[src/rtl/dmem_arbiter_if.sv]
// ---------------------------------------------------------------------------
// dmem_arbiter_if
// Bundles the request/response buses that pass through the data-memory
// arbiter:
//   port 0 (CPU)    : p0_addr, p0_write_data, p0_memwrite, p0_memread,
//                     p0_sign_mask -> p0_read_data, p0_stall, p0_done
//   port 1 (debug)  : p1_addr, p1_write_data, p1_memwrite, p1_memread,
//                     p1_sign_mask -> p1_read_data, p1_done, p1_err
//   memory side     : mem_addr, mem_write_data, mem_memwrite, mem_memread,
//                     mem_sign_mask <- mem_read_data, mem_clk_stall
//   status          : timeout_err (sticky)
// Modport slave is the arbiter's view; modport master is the view of the
// surrounding environment (requesters plus memory).
// ---------------------------------------------------------------------------
interface dmem_arbiter_if;
    logic [31:0] p0_addr;
    logic [31:0] p0_write_data;
    logic        p0_memwrite;
    logic        p0_memread;
    logic [3:0]  p0_sign_mask;
    logic [31:0] p0_read_data;
    logic        p0_stall;
    logic        p0_done;

    logic [31:0] p1_addr;
    logic [31:0] p1_write_data;
    logic        p1_memwrite;
    logic        p1_memread;
    logic [3:0]  p1_sign_mask;
    logic [31:0] p1_read_data;
    logic        p1_done;
    logic        p1_err;

    logic [31:0] mem_addr;
    logic [31:0] mem_write_data;
    logic        mem_memwrite;
    logic        mem_memread;
    logic [3:0]  mem_sign_mask;
    logic [31:0] mem_read_data;
    logic        mem_clk_stall;

    logic        timeout_err;

    modport slave (
        input  p0_addr, p0_write_data, p0_memwrite, p0_memread, p0_sign_mask,
        output p0_read_data, p0_stall, p0_done,
        input  p1_addr, p1_write_data, p1_memwrite, p1_memread, p1_sign_mask,
        output p1_read_data, p1_done, p1_err,
        output mem_addr, mem_write_data, mem_memwrite, mem_memread, mem_sign_mask,
        input  mem_read_data, mem_clk_stall,
        output timeout_err
    );

    modport master (
        output p0_addr, p0_write_data, p0_memwrite, p0_memread, p0_sign_mask,
        input  p0_read_data, p0_stall, p0_done,
        output p1_addr, p1_write_data, p1_memwrite, p1_memread, p1_sign_mask,
        input  p1_read_data, p1_done, p1_err,
        input  mem_addr, mem_write_data, mem_memwrite, mem_memread, mem_sign_mask,
        output mem_read_data, mem_clk_stall,
        input  timeout_err
    );
endinterface

[src/rtl/dmem_arbiter.sv]
// ---------------------------------------------------------------------------
// dmem_arbiter
// Shares one data memory between the CPU load/store port (port 0) and a
// debug/DMA master (port 1). Round-robin between simultaneous requesters,
// a one-cycle idle gap between transactions (the memory only starts work
// when its inputs change), and a watchdog that aborts an access if the
// memory never raises mem_clk_stall.
// Ports:
//   clk   - system clock
//   reset - synchronous, active-high
//   bus   - dmem_arbiter_if.slave (both requester ports, memory side,
//           sticky timeout_err)
// Parameters:
//   TIMEOUT - ISSUE cycles allowed before the access is aborted
//   CNT_W   - timeout counter width, 2**CNT_W must exceed TIMEOUT
// ---------------------------------------------------------------------------
module dmem_arbiter #(
    parameter int TIMEOUT = 16,
    parameter int CNT_W   = 5
) (
    input logic           clk,
    input logic           reset,
    dmem_arbiter_if.slave bus
);

    typedef enum logic [2:0] {
        IDLE  = 3'd0,
        ISSUE = 3'd1,
        BUSY  = 3'd2,
        DONE  = 3'd3,
        GAP   = 3'd4
    } state_t;

    localparam logic [CNT_W-1:0] TIMEOUT_C = CNT_W'(TIMEOUT);
    localparam logic [CNT_W-1:0] CNT_ONE   = CNT_W'(1);

    state_t            state_q, state_d;
    logic              last_grant_q, last_grant_d;
    logic              grant_q, grant_d;       // port currently being served
    logic [CNT_W-1:0]  cnt_q, cnt_d;

    logic [31:0]       mem_addr_q, mem_addr_d;
    logic [31:0]       mem_write_data_q, mem_write_data_d;
    logic              mem_memwrite_q, mem_memwrite_d;
    logic              mem_memread_q, mem_memread_d;
    logic [3:0]        mem_sign_mask_q, mem_sign_mask_d;

    logic [31:0]       p0_read_data_q, p0_read_data_d;
    logic [31:0]       p1_read_data_q, p1_read_data_d;
    logic              p0_done_q, p0_done_d;
    logic              p1_done_q, p1_done_d;
    logic              p1_err_q, p1_err_d;
    logic              timeout_err_q, timeout_err_d;

    logic              req0_s, req1_s, winner_s;

    assign req0_s = bus.p0_memread | bus.p0_memwrite;
    assign req1_s = bus.p1_memread | bus.p1_memwrite;
    // Sole requester wins; on a tie the port that did not win last time goes.
    assign winner_s = (req0_s & req1_s) ? ~last_grant_q : req1_s;

    // Next-state, grant capture and completion logic.
    always_comb begin
        state_d          = state_q;
        last_grant_d     = last_grant_q;
        grant_d          = grant_q;
        cnt_d            = cnt_q;
        mem_addr_d       = mem_addr_q;
        mem_write_data_d = mem_write_data_q;
        mem_memwrite_d   = mem_memwrite_q;
        mem_memread_d    = mem_memread_q;
        mem_sign_mask_d  = mem_sign_mask_q;
        p0_read_data_d   = p0_read_data_q;
        p1_read_data_d   = p1_read_data_q;
        p0_done_d        = 1'b0;
        p1_done_d        = 1'b0;
        p1_err_d         = p1_err_q;
        timeout_err_d    = timeout_err_q;

        case (state_q)
            IDLE: begin
                mem_memread_d  = 1'b0;
                mem_memwrite_d = 1'b0;
                if (req0_s | req1_s) begin
                    grant_d      = winner_s;
                    last_grant_d = winner_s;
                    cnt_d        = '0;
                    state_d      = ISSUE;
                    // Read+write together is served as a write.
                    if (winner_s) begin
                        mem_addr_d       = bus.p1_addr;
                        mem_write_data_d = bus.p1_write_data;
                        mem_sign_mask_d  = bus.p1_sign_mask;
                        mem_memwrite_d   = bus.p1_memwrite;
                        mem_memread_d    = bus.p1_memread & ~bus.p1_memwrite;
                    end else begin
                        mem_addr_d       = bus.p0_addr;
                        mem_write_data_d = bus.p0_write_data;
                        mem_sign_mask_d  = bus.p0_sign_mask;
                        mem_memwrite_d   = bus.p0_memwrite;
                        mem_memread_d    = bus.p0_memread & ~bus.p0_memwrite;
                    end
                end else begin
                    state_d = IDLE;
                end
            end

            ISSUE: begin
                cnt_d = cnt_q + CNT_ONE;
                if (bus.mem_clk_stall) begin
                    state_d = BUSY;
                end else if (cnt_d == TIMEOUT_C) begin
                    // Memory never acknowledged: abort with zero data.
                    state_d        = DONE;
                    mem_memread_d  = 1'b0;
                    mem_memwrite_d = 1'b0;
                    timeout_err_d  = 1'b1;
                    if (grant_q) begin
                        p1_done_d      = 1'b1;
                        p1_read_data_d = 32'h0000_0000;
                        p1_err_d       = 1'b1;
                    end else begin
                        p0_done_d      = 1'b1;
                        p0_read_data_d = 32'h0000_0000;
                    end
                end else begin
                    state_d = ISSUE;
                end
            end

            BUSY: begin
                if (!bus.mem_clk_stall) begin
                    state_d        = DONE;
                    mem_memread_d  = 1'b0;
                    mem_memwrite_d = 1'b0;
                    if (grant_q) begin
                        p1_done_d      = 1'b1;
                        p1_read_data_d = mem_memwrite_q ? 32'h0000_0000 : bus.mem_read_data;
                        p1_err_d       = 1'b0;
                    end else begin
                        p0_done_d      = 1'b1;
                        p0_read_data_d = mem_memwrite_q ? 32'h0000_0000 : bus.mem_read_data;
                    end
                end else begin
                    state_d = BUSY;
                end
            end

            // Done outputs are already registered; this cycle only ends the access.
            DONE: begin
                state_d = GAP;
            end

            // Idle cycle so the memory sees an input change before the next access.
            GAP: begin
                state_d = IDLE;
            end

            default: begin
                state_d        = IDLE;
                mem_memread_d  = 1'b0;
                mem_memwrite_d = 1'b0;
            end
        endcase
    end

    // State and output registers with synchronous reset.
    always_ff @(posedge clk) begin
        if (reset) begin
            state_q          <= IDLE;
            last_grant_q     <= 1'b1;
            grant_q          <= 1'b0;
            cnt_q            <= '0;
            mem_addr_q       <= 32'h0000_0000;
            mem_write_data_q <= 32'h0000_0000;
            mem_memwrite_q   <= 1'b0;
            mem_memread_q    <= 1'b0;
            mem_sign_mask_q  <= 4'h0;
            p0_read_data_q   <= 32'h0000_0000;
            p1_read_data_q   <= 32'h0000_0000;
            p0_done_q        <= 1'b0;
            p1_done_q        <= 1'b0;
            p1_err_q         <= 1'b0;
            timeout_err_q    <= 1'b0;
        end else begin
            state_q          <= state_d;
            last_grant_q     <= last_grant_d;
            grant_q          <= grant_d;
            cnt_q            <= cnt_d;
            mem_addr_q       <= mem_addr_d;
            mem_write_data_q <= mem_write_data_d;
            mem_memwrite_q   <= mem_memwrite_d;
            mem_memread_q    <= mem_memread_d;
            mem_sign_mask_q  <= mem_sign_mask_d;
            p0_read_data_q   <= p0_read_data_d;
            p1_read_data_q   <= p1_read_data_d;
            p0_done_q        <= p0_done_d;
            p1_done_q        <= p1_done_d;
            p1_err_q         <= p1_err_d;
            timeout_err_q    <= timeout_err_d;
        end
    end

    assign bus.mem_addr       = mem_addr_q;
    assign bus.mem_write_data = mem_write_data_q;
    assign bus.mem_memwrite   = mem_memwrite_q;
    assign bus.mem_memread    = mem_memread_q;
    assign bus.mem_sign_mask  = mem_sign_mask_q;
    assign bus.p0_read_data   = p0_read_data_q;
    assign bus.p1_read_data   = p1_read_data_q;
    assign bus.p0_done        = p0_done_q;
    assign bus.p1_done        = p1_done_q;
    assign bus.p1_err         = p1_err_q;
    assign bus.timeout_err    = timeout_err_q;
    // The CPU is released combinationally in its own done cycle.
    assign bus.p0_stall       = req0_s & ~p0_done_q;

endmodule

[src/flat_wrapper.sv]
// flat-port wrapper written by rule: the top's interface ports become plain ports
module dmem_arbiter_flat 
#(
    parameter int TIMEOUT = 16,
    parameter int CNT_W   = 5
)
  (clk, reset, bus_p0_addr, bus_p0_write_data, bus_p0_memwrite, bus_p0_memread, bus_p0_sign_mask, bus_p0_read_data, bus_p0_stall, bus_p0_done, bus_p1_addr, bus_p1_write_data, bus_p1_memwrite, bus_p1_memread, bus_p1_sign_mask, bus_p1_read_data, bus_p1_done, bus_p1_err, bus_mem_addr, bus_mem_write_data, bus_mem_memwrite, bus_mem_memread, bus_mem_sign_mask, bus_mem_read_data, bus_mem_clk_stall, bus_timeout_err);
  dmem_arbiter_if bus_i ();
  input logic clk;
  input logic reset;
  input wire logic [$bits(bus_i.p0_addr)-1:0] bus_p0_addr;
  input wire logic [$bits(bus_i.p0_write_data)-1:0] bus_p0_write_data;
  input wire logic [$bits(bus_i.p0_memwrite)-1:0] bus_p0_memwrite;
  input wire logic [$bits(bus_i.p0_memread)-1:0] bus_p0_memread;
  input wire logic [$bits(bus_i.p0_sign_mask)-1:0] bus_p0_sign_mask;
  output wire logic [$bits(bus_i.p0_read_data)-1:0] bus_p0_read_data;
  output wire logic [$bits(bus_i.p0_stall)-1:0] bus_p0_stall;
  output wire logic [$bits(bus_i.p0_done)-1:0] bus_p0_done;
  input wire logic [$bits(bus_i.p1_addr)-1:0] bus_p1_addr;
  input wire logic [$bits(bus_i.p1_write_data)-1:0] bus_p1_write_data;
  input wire logic [$bits(bus_i.p1_memwrite)-1:0] bus_p1_memwrite;
  input wire logic [$bits(bus_i.p1_memread)-1:0] bus_p1_memread;
  input wire logic [$bits(bus_i.p1_sign_mask)-1:0] bus_p1_sign_mask;
  output wire logic [$bits(bus_i.p1_read_data)-1:0] bus_p1_read_data;
  output wire logic [$bits(bus_i.p1_done)-1:0] bus_p1_done;
  output wire logic [$bits(bus_i.p1_err)-1:0] bus_p1_err;
  output wire logic [$bits(bus_i.mem_addr)-1:0] bus_mem_addr;
  output wire logic [$bits(bus_i.mem_write_data)-1:0] bus_mem_write_data;
  output wire logic [$bits(bus_i.mem_memwrite)-1:0] bus_mem_memwrite;
  output wire logic [$bits(bus_i.mem_memread)-1:0] bus_mem_memread;
  output wire logic [$bits(bus_i.mem_sign_mask)-1:0] bus_mem_sign_mask;
  input wire logic [$bits(bus_i.mem_read_data)-1:0] bus_mem_read_data;
  input wire logic [$bits(bus_i.mem_clk_stall)-1:0] bus_mem_clk_stall;
  output wire logic [$bits(bus_i.timeout_err)-1:0] bus_timeout_err;
  assign bus_i.p0_addr = bus_p0_addr;
  assign bus_i.p0_write_data = bus_p0_write_data;
  assign bus_i.p0_memwrite = bus_p0_memwrite;
  assign bus_i.p0_memread = bus_p0_memread;
  assign bus_i.p0_sign_mask = bus_p0_sign_mask;
  assign bus_p0_read_data = bus_i.p0_read_data;
  assign bus_p0_stall = bus_i.p0_stall;
  assign bus_p0_done = bus_i.p0_done;
  assign bus_i.p1_addr = bus_p1_addr;
  assign bus_i.p1_write_data = bus_p1_write_data;
  assign bus_i.p1_memwrite = bus_p1_memwrite;
  assign bus_i.p1_memread = bus_p1_memread;
  assign bus_i.p1_sign_mask = bus_p1_sign_mask;
  assign bus_p1_read_data = bus_i.p1_read_data;
  assign bus_p1_done = bus_i.p1_done;
  assign bus_p1_err = bus_i.p1_err;
  assign bus_mem_addr = bus_i.mem_addr;
  assign bus_mem_write_data = bus_i.mem_write_data;
  assign bus_mem_memwrite = bus_i.mem_memwrite;
  assign bus_mem_memread = bus_i.mem_memread;
  assign bus_mem_sign_mask = bus_i.mem_sign_mask;
  assign bus_i.mem_read_data = bus_mem_read_data;
  assign bus_i.mem_clk_stall = bus_mem_clk_stall;
  assign bus_timeout_err = bus_i.timeout_err;
  dmem_arbiter #(.TIMEOUT(TIMEOUT), .CNT_W(CNT_W)) u_core (.clk(clk), .reset(reset), .bus(bus_i));
endmodule
[config.mk]
export PLATFORM = sky130hd
export DESIGN_NAME = dmem_arbiter_flat
export DESIGN_NICKNAME = d
export VERILOG_FILES = /design/src/rtl/dmem_arbiter_if.sv /design/src/rtl/dmem_arbiter.sv /design/src/flat_wrapper.sv
export SDC_FILE = /design/constraint.sdc
export NUM_CORES = 1
export LEC_CHECK = 0
export ABC_AREA = 1
export CORE_MARGIN = 4
export CORE_UTILIZATION = 45
export DETAILED_ROUTE_END_ITERATION = 7
export GPL_TIMING_DRIVEN = 0
export PLACE_DENSITY = 0.88
export RECOVER_POWER = 50
export SKIP_CTS_REPAIR_TIMING = 1
export SYNTH_ARGS = -nofsm -noshare
export SYNTH_HDL_FRONTEND = slang
export SYNTH_SLANG_ARGS = --single-unit
[constraint.sdc]
create_clock -name clk -period 2.33 [get_ports clk]
set_input_delay 0.466 -clock clk [delete_from_list [all_inputs] [get_ports clk]]
set_output_delay 0.466 -clock clk [all_outputs]
set_load 0.02 [all_outputs]
[Word level (Yosys, flattened, before mapping)]
Index checks and enable logic that the tools add are counted.
Storage, ports and cells
  register bits after elaboration: 148
  input port bits: 175
  output and inout port bits: 139
  word-level logic and storage cells: 101
Cells by class
  add/sub/neg operators: 1
  eq/ne operators: 13
  muxes and demuxes: 49
  bitwise operators: 13
  reduce and logical (&&, ||, !) cells: 10
Operator list (count)
  $mux 32: 13
  $pmux 32 s2: 2
  $mux 1: 23
  $pmux 3 s4: 1
  $reduce_and 6->1: 2
  $pmux 5 s2: 1
  $ne 2x1->1 const B: 4
  $ne 2x2->1 const B: 4
  $pmux 1 s4: 2
  $eq 3x2->1 const B: 2
  $not 1->1: 6
  $pmux 1 s2: 3
  $add 5x1->5 const B: 1
  $eq 5x5->1 const B: 1
  $mux 5: 1
  $and 1x1->1: 4
  $mux 4: 1
  $reduce_and 2->1: 2
  $reduce_and 4->1: 1
  $reduce_bool 2->1: 2
  $eq 3x1->1 const B: 1
  $eq 3x3->1 const B: 1
  $logic_not 3->1: 1
  $mux 3: 1
  other kinds (4): 6

[Depth between registers and ports, before layout]
  depth in word-level cells: 6
  mapped depth: 12

[Worst setup path after synthesis]
No wires, ideal clock.
  path kind: register -> register
  from: register u_core.cnt_q[0]
  to: register u_core.mem_memread_q, in the netlist u_core.bus.mem_memread
  setup time: 0.115 ns
  data arrival time: 1.454 ns
  slack: 0.761 ns
  cell stages (with the launch flop): 13
  cell sequence: dfxtp_1 -> ha_1 -> inv_1 -> nand2_1 -> nand2_1 -> nor2_2 -> nand3_2 -> nand2_2 -> buf_8 -> buf_6 -> nand3_1 -> nand2_1 -> nor2_1
On the way
  longest elaborated chain between the ends: 4
RTL lines
  start, declared: line dmem_arbiter.sv:40  | logic [CNT_W-1:0] cnt_q, cnt_d;
  start signal, assigned: line dmem_arbiter.sv:189  | cnt_q <= cnt_d;
  $add 5x1->5: line dmem_arbiter.sv:109  | cnt_d = cnt_q + CNT_ONE;
  $eq 5x5->1: line dmem_arbiter.sv:112  | end else if (cnt_d == TIMEOUT_C) begin
  $ne 2x1->1 (no line)
  $reduce_and 4->1 (no line)
  end signal, assigned: line dmem_arbiter.sv:193  | mem_memread_q <= mem_memread_d;
  end, declared: line dmem_arbiter.sv:45  | logic mem_memread_q, mem_memread_d;
Every way passes these cells.
A chain may end at the register's enable or synchronous reset.

[Worst setup path after layout]
  from: input bus_p0_memread
  to: register u_core.cnt_q[3]
On the way
  longest elaborated chain between the ends: 4
RTL lines
  start, declared: line flat_wrapper.sv:14  | input wire logic [$bits(bus_i.p0_memread)-1:0] bus_p0_memread;
  $or 1x1->1: line dmem_arbiter.sv:57  | assign req0_s = bus.p0_memread | bus.p0_memwrite;
  $or 1x1->1: line dmem_arbiter.sv:84  | if (req0_s | req1_s) begin
  $ne 2x1->1 (no line)
  $reduce_and 2->1 (no line)
Every way passes these cells.

==> impl_metrics.env <==
export IMPL_status="finished clean"
export IMPL_core_area_um2=14700
export IMPL_layoutNonFillerInstCount=1516
export IMPL_finClkSkew_ps=10.8
export IMPL_antenna_found_initial=5
export IMPL_p_seq_share_pct=37.1
export IMPL_drv_cap=0
export IMPL_synth_simple_gate_area_share_pct=31.0
export IMPL_ys_top_cells_by_count="nand2_1 (282), dfxtp_1 (148), nand3_1 (125)"
export IMPL_drcViolationCount=0
export IMPL_synth_compound_area_share_pct=12.8
export IMPL_drive_above_1_share_pct=7.08
export IMPL_ys_seq_area_share_pct=43.2
export IMPL_fp_dieArea_um2=17300
export IMPL_synth_distinct_cells=24
export IMPL_overflow=0
export IMPL_cp_common_cell="nor2_1"
export IMPL_whs_ps=338
export IMPL_clockBufferDepth=2
export IMPL_rows=44
export IMPL_power_density_nw_per_um2=746
export IMPL_yosysTopAreaCellShare_pct=43.2
export IMPL_syn2layout_area_growth_pct=56.8
export IMPL_cts_tree="built"
export IMPL_dp_cells=1479
export IMPL_synth_top_cell_by_area="dfxtp_1"
export IMPL_synth_edf_count=0
export IMPL_leakagePower_uw=0.00525
export IMPL_hold_violations=0
export IMPL_die_x_um=131
export IMPL_utilization_pct=73.1
export IMPL_worst_setup_path_end_kind="flop"
export IMPL_num_vias=7814
export IMPL_startpoint_type="input pin"
export IMPL_synth_area_top_cells="dfxtp_1 (43%), nand2_1 (15%), nand3_1 (9.1%)"
export IMPL_cp_num_buf_inv=3
export IMPL_synthAdderAreaFrac_pct=0.365
export IMPL_numClockSinks=148
export IMPL_root_buffer="clkbuf_16"
export IMPL_timing_worst_setup_path_type="in -> reg"
export IMPL_path_clk_slew_ps=60
export IMPL_min_period_over_period_pct=89.5
export IMPL_required_ps=2650
export IMPL_via_per_inst=5.15
export IMPL_gp_congestion=0.938
export IMPL_wl_per_cell_um=17.0
export IMPL_sw_frac_of_total_pct=33.1
export IMPL_track_usage_pct=29.0
export IMPL_power_switching_uw=2650
export IMPL_start_util_pct=46.6
export IMPL_p_int_uw=5360
export IMPL_slew_headroom_pct=60.8
export IMPL_dp_hpwl_mm=19.3
export IMPL_critPathSlowestCell="clkdlybuf4s50_1"
export IMPL_htree_levels=4
export IMPL_p_clk_share_pct=32.6
export IMPL_cts_buffers=17
export IMPL_fmax_mhz=480
export IMPL_synthesis_nets=1160
export IMPL_worstMarginPinSlew_ps=588
export IMPL_synthFlopType="dfxtp_1"
export IMPL_fin_crit_ps=2080
export IMPL_setup_violations=0
export IMPL_synthCells=983
export IMPL_yosysWarnings=0
export IMPL_crit_chain="clkdlybuf4s50_1 > inv_1 > nand2_1 > nor2_1 > nor2_1 > clkbuf_1 > nor2_1 > nand2_1 > a21oi_1"
export IMPL_synth_mux_area_share_pct=0
export IMPL_ir_worst_vdd_mv=0.533
export IMPL_synth_most_common_cell="nand2_1"
export IMPL_routed_wl_mm=25.8
export IMPL_grt_start_max_net_pins=17
export IMPL_cp_top_family="buffers and inverters"
export IMPL_arrival_ps=2400
export IMPL_syn_area_per_cell_um2=6.97
export IMPL_async_flop_share_pct=0
export IMPL_final_nets=1491
export IMPL_synth_xor_area_share_pct=0
export IMPL_die_h_um=131
export IMPL_hold_class="in -> reg"
export IMPL_drt_first_pass_iters=5
export IMPL_max_stage_delay_ps=500
export IMPL_slew_violations=0
export IMPL_grt_pass1_wl_mm=40.5
export IMPL_rsz0062_at_grt="false"
export IMPL_pin_count=314
export IMPL_ys_seq_elements=148
export IMPL_combPwrFrac_pct=30.3
export IMPL_syn_area_um2=6850
export IMPL_synth_top_family_by_area="simple AND/OR/NAND/NOR gates"
export IMPL_drt_initial_drc_count=704
export IMPL_clock_latency_ps=430
export IMPL_final_antenna_net_count=0
export IMPL_path_max_fanout=10
export IMPL_grt_pass1_vias=7695
export IMPL_io_buffers=312
[state kept, by name (all words and copies together), names as in the netlist, 3 cells and up]
register / cells
u_core.bus.mem_addr: 32
u_core.bus.mem_sign_mask: 4
u_core.bus.mem_write_data: 32
u_core.bus.p0_read_data: 32
u_core.bus.p1_read_data: 32
u_core.cnt_q: 5
u_core.state_q: 3
[through the flow]
step	area [um^2]	total power [uW]	setup slack, ps	setup TNS [ps]
floorplan	6850	4350	761	0
global placement	10200	5460	-180	-3360
detailed placement	10200	5500	-206	-5100
CTS	10800	8100	-44.7	-44.7
global route	10700	8370	40.0	0
finish	10700	8020	245	0
[area by class of cell]
cell class	instances	area (um^2)
antenna	5	12.5
buffer	72	422
clock buffer	20	447
clock inverter	12	106
fill	1126	3950
inverter	114	428
multi-input combinational	649	3010
sequential	148	2960
tap	184	230
timing repair buffer	312	3130
[placed cells by master (no fill, tap or decap), types with 26 or more instances in the layout]
master,synthesis,final
inv_1,112,112
clkdlybuf4s50_1,0,194
dlygate4sd3_1,0,117
o211ai_1,69,69
nand3_1,125,126
nand2_1,282,284
a21oi_1,50,50
nor2_1,95,97
clkbuf_1,20,26
buf_2,34,31
dfxtp_1,148,148
[routing by layer]
| metal | track usage, % | share of wire, % |
|---|---|---|
| met4 | 12.8 | 3.6 |
| met1 | 32.9 | 38 |
| met2 | 49.4 | 48 |
| met5 | 0 | 0 |
| met3 | 9.98 | 10 |
[logic make-up (layout without fill, tap and decap cells)]
kind of cell / Yosys count / after routing
buffers and inverters: 186 / 530
AND/OR/NAND/NOR: 514 / 514
AO/OA/AOI/OAI: 133 / 133
flip-flops: 148 / 148
other: 0 / 5
adder cells (fa/ha/maj): 2 / 2
[worst register-to-register path, cell delays in order, from the launching register on]
cell	delay, ps
dfxtp_1	420
ha_1	240
nand3_1	100
nand2_1	80
nand2_1	70
nand3_1	130
nand2_1	150
nand2_1	180
clkbuf_1	370
nand2_1	130
nand2_1	80
nor2_1	40
[power groups by stage]
stage / combinational, uW / clock, uW / sequential (uW)
final: 2430 / 2610 / 2980
after global routing: 2630 / 2730 / 3000
after floorplan: 1020 / 0 / 3320
after global placement: 2450 / 0 / 3010
after detailed placement: 2480 / 0 / 3020
after CTS: 2500 / 2620 / 2980
[worst paths after layout]
kind	from	end	slack (ps)	cells past startpoint
worst max-delay path	bus_p0_memread	u_core.cnt_q[3]$_SDFFE_PP0P_	250	9
worst min-delay path	reset	u_core.cnt_q[1]$_SDFFE_PP0P_	340	2
worst max register to register	u_core.cnt_q[0]$_SDFFE_PP0P_	u_core.bus.p0_read_data[20]$_SDFFE_PP0P_	250	11
worst min register to register	u_core.bus.p1_err$_SDFFE_PP0P_	u_core.bus.p1_err$_SDFFE_PP0P_	450	2
No activity file was read; power rests on OpenSTA's default activity.
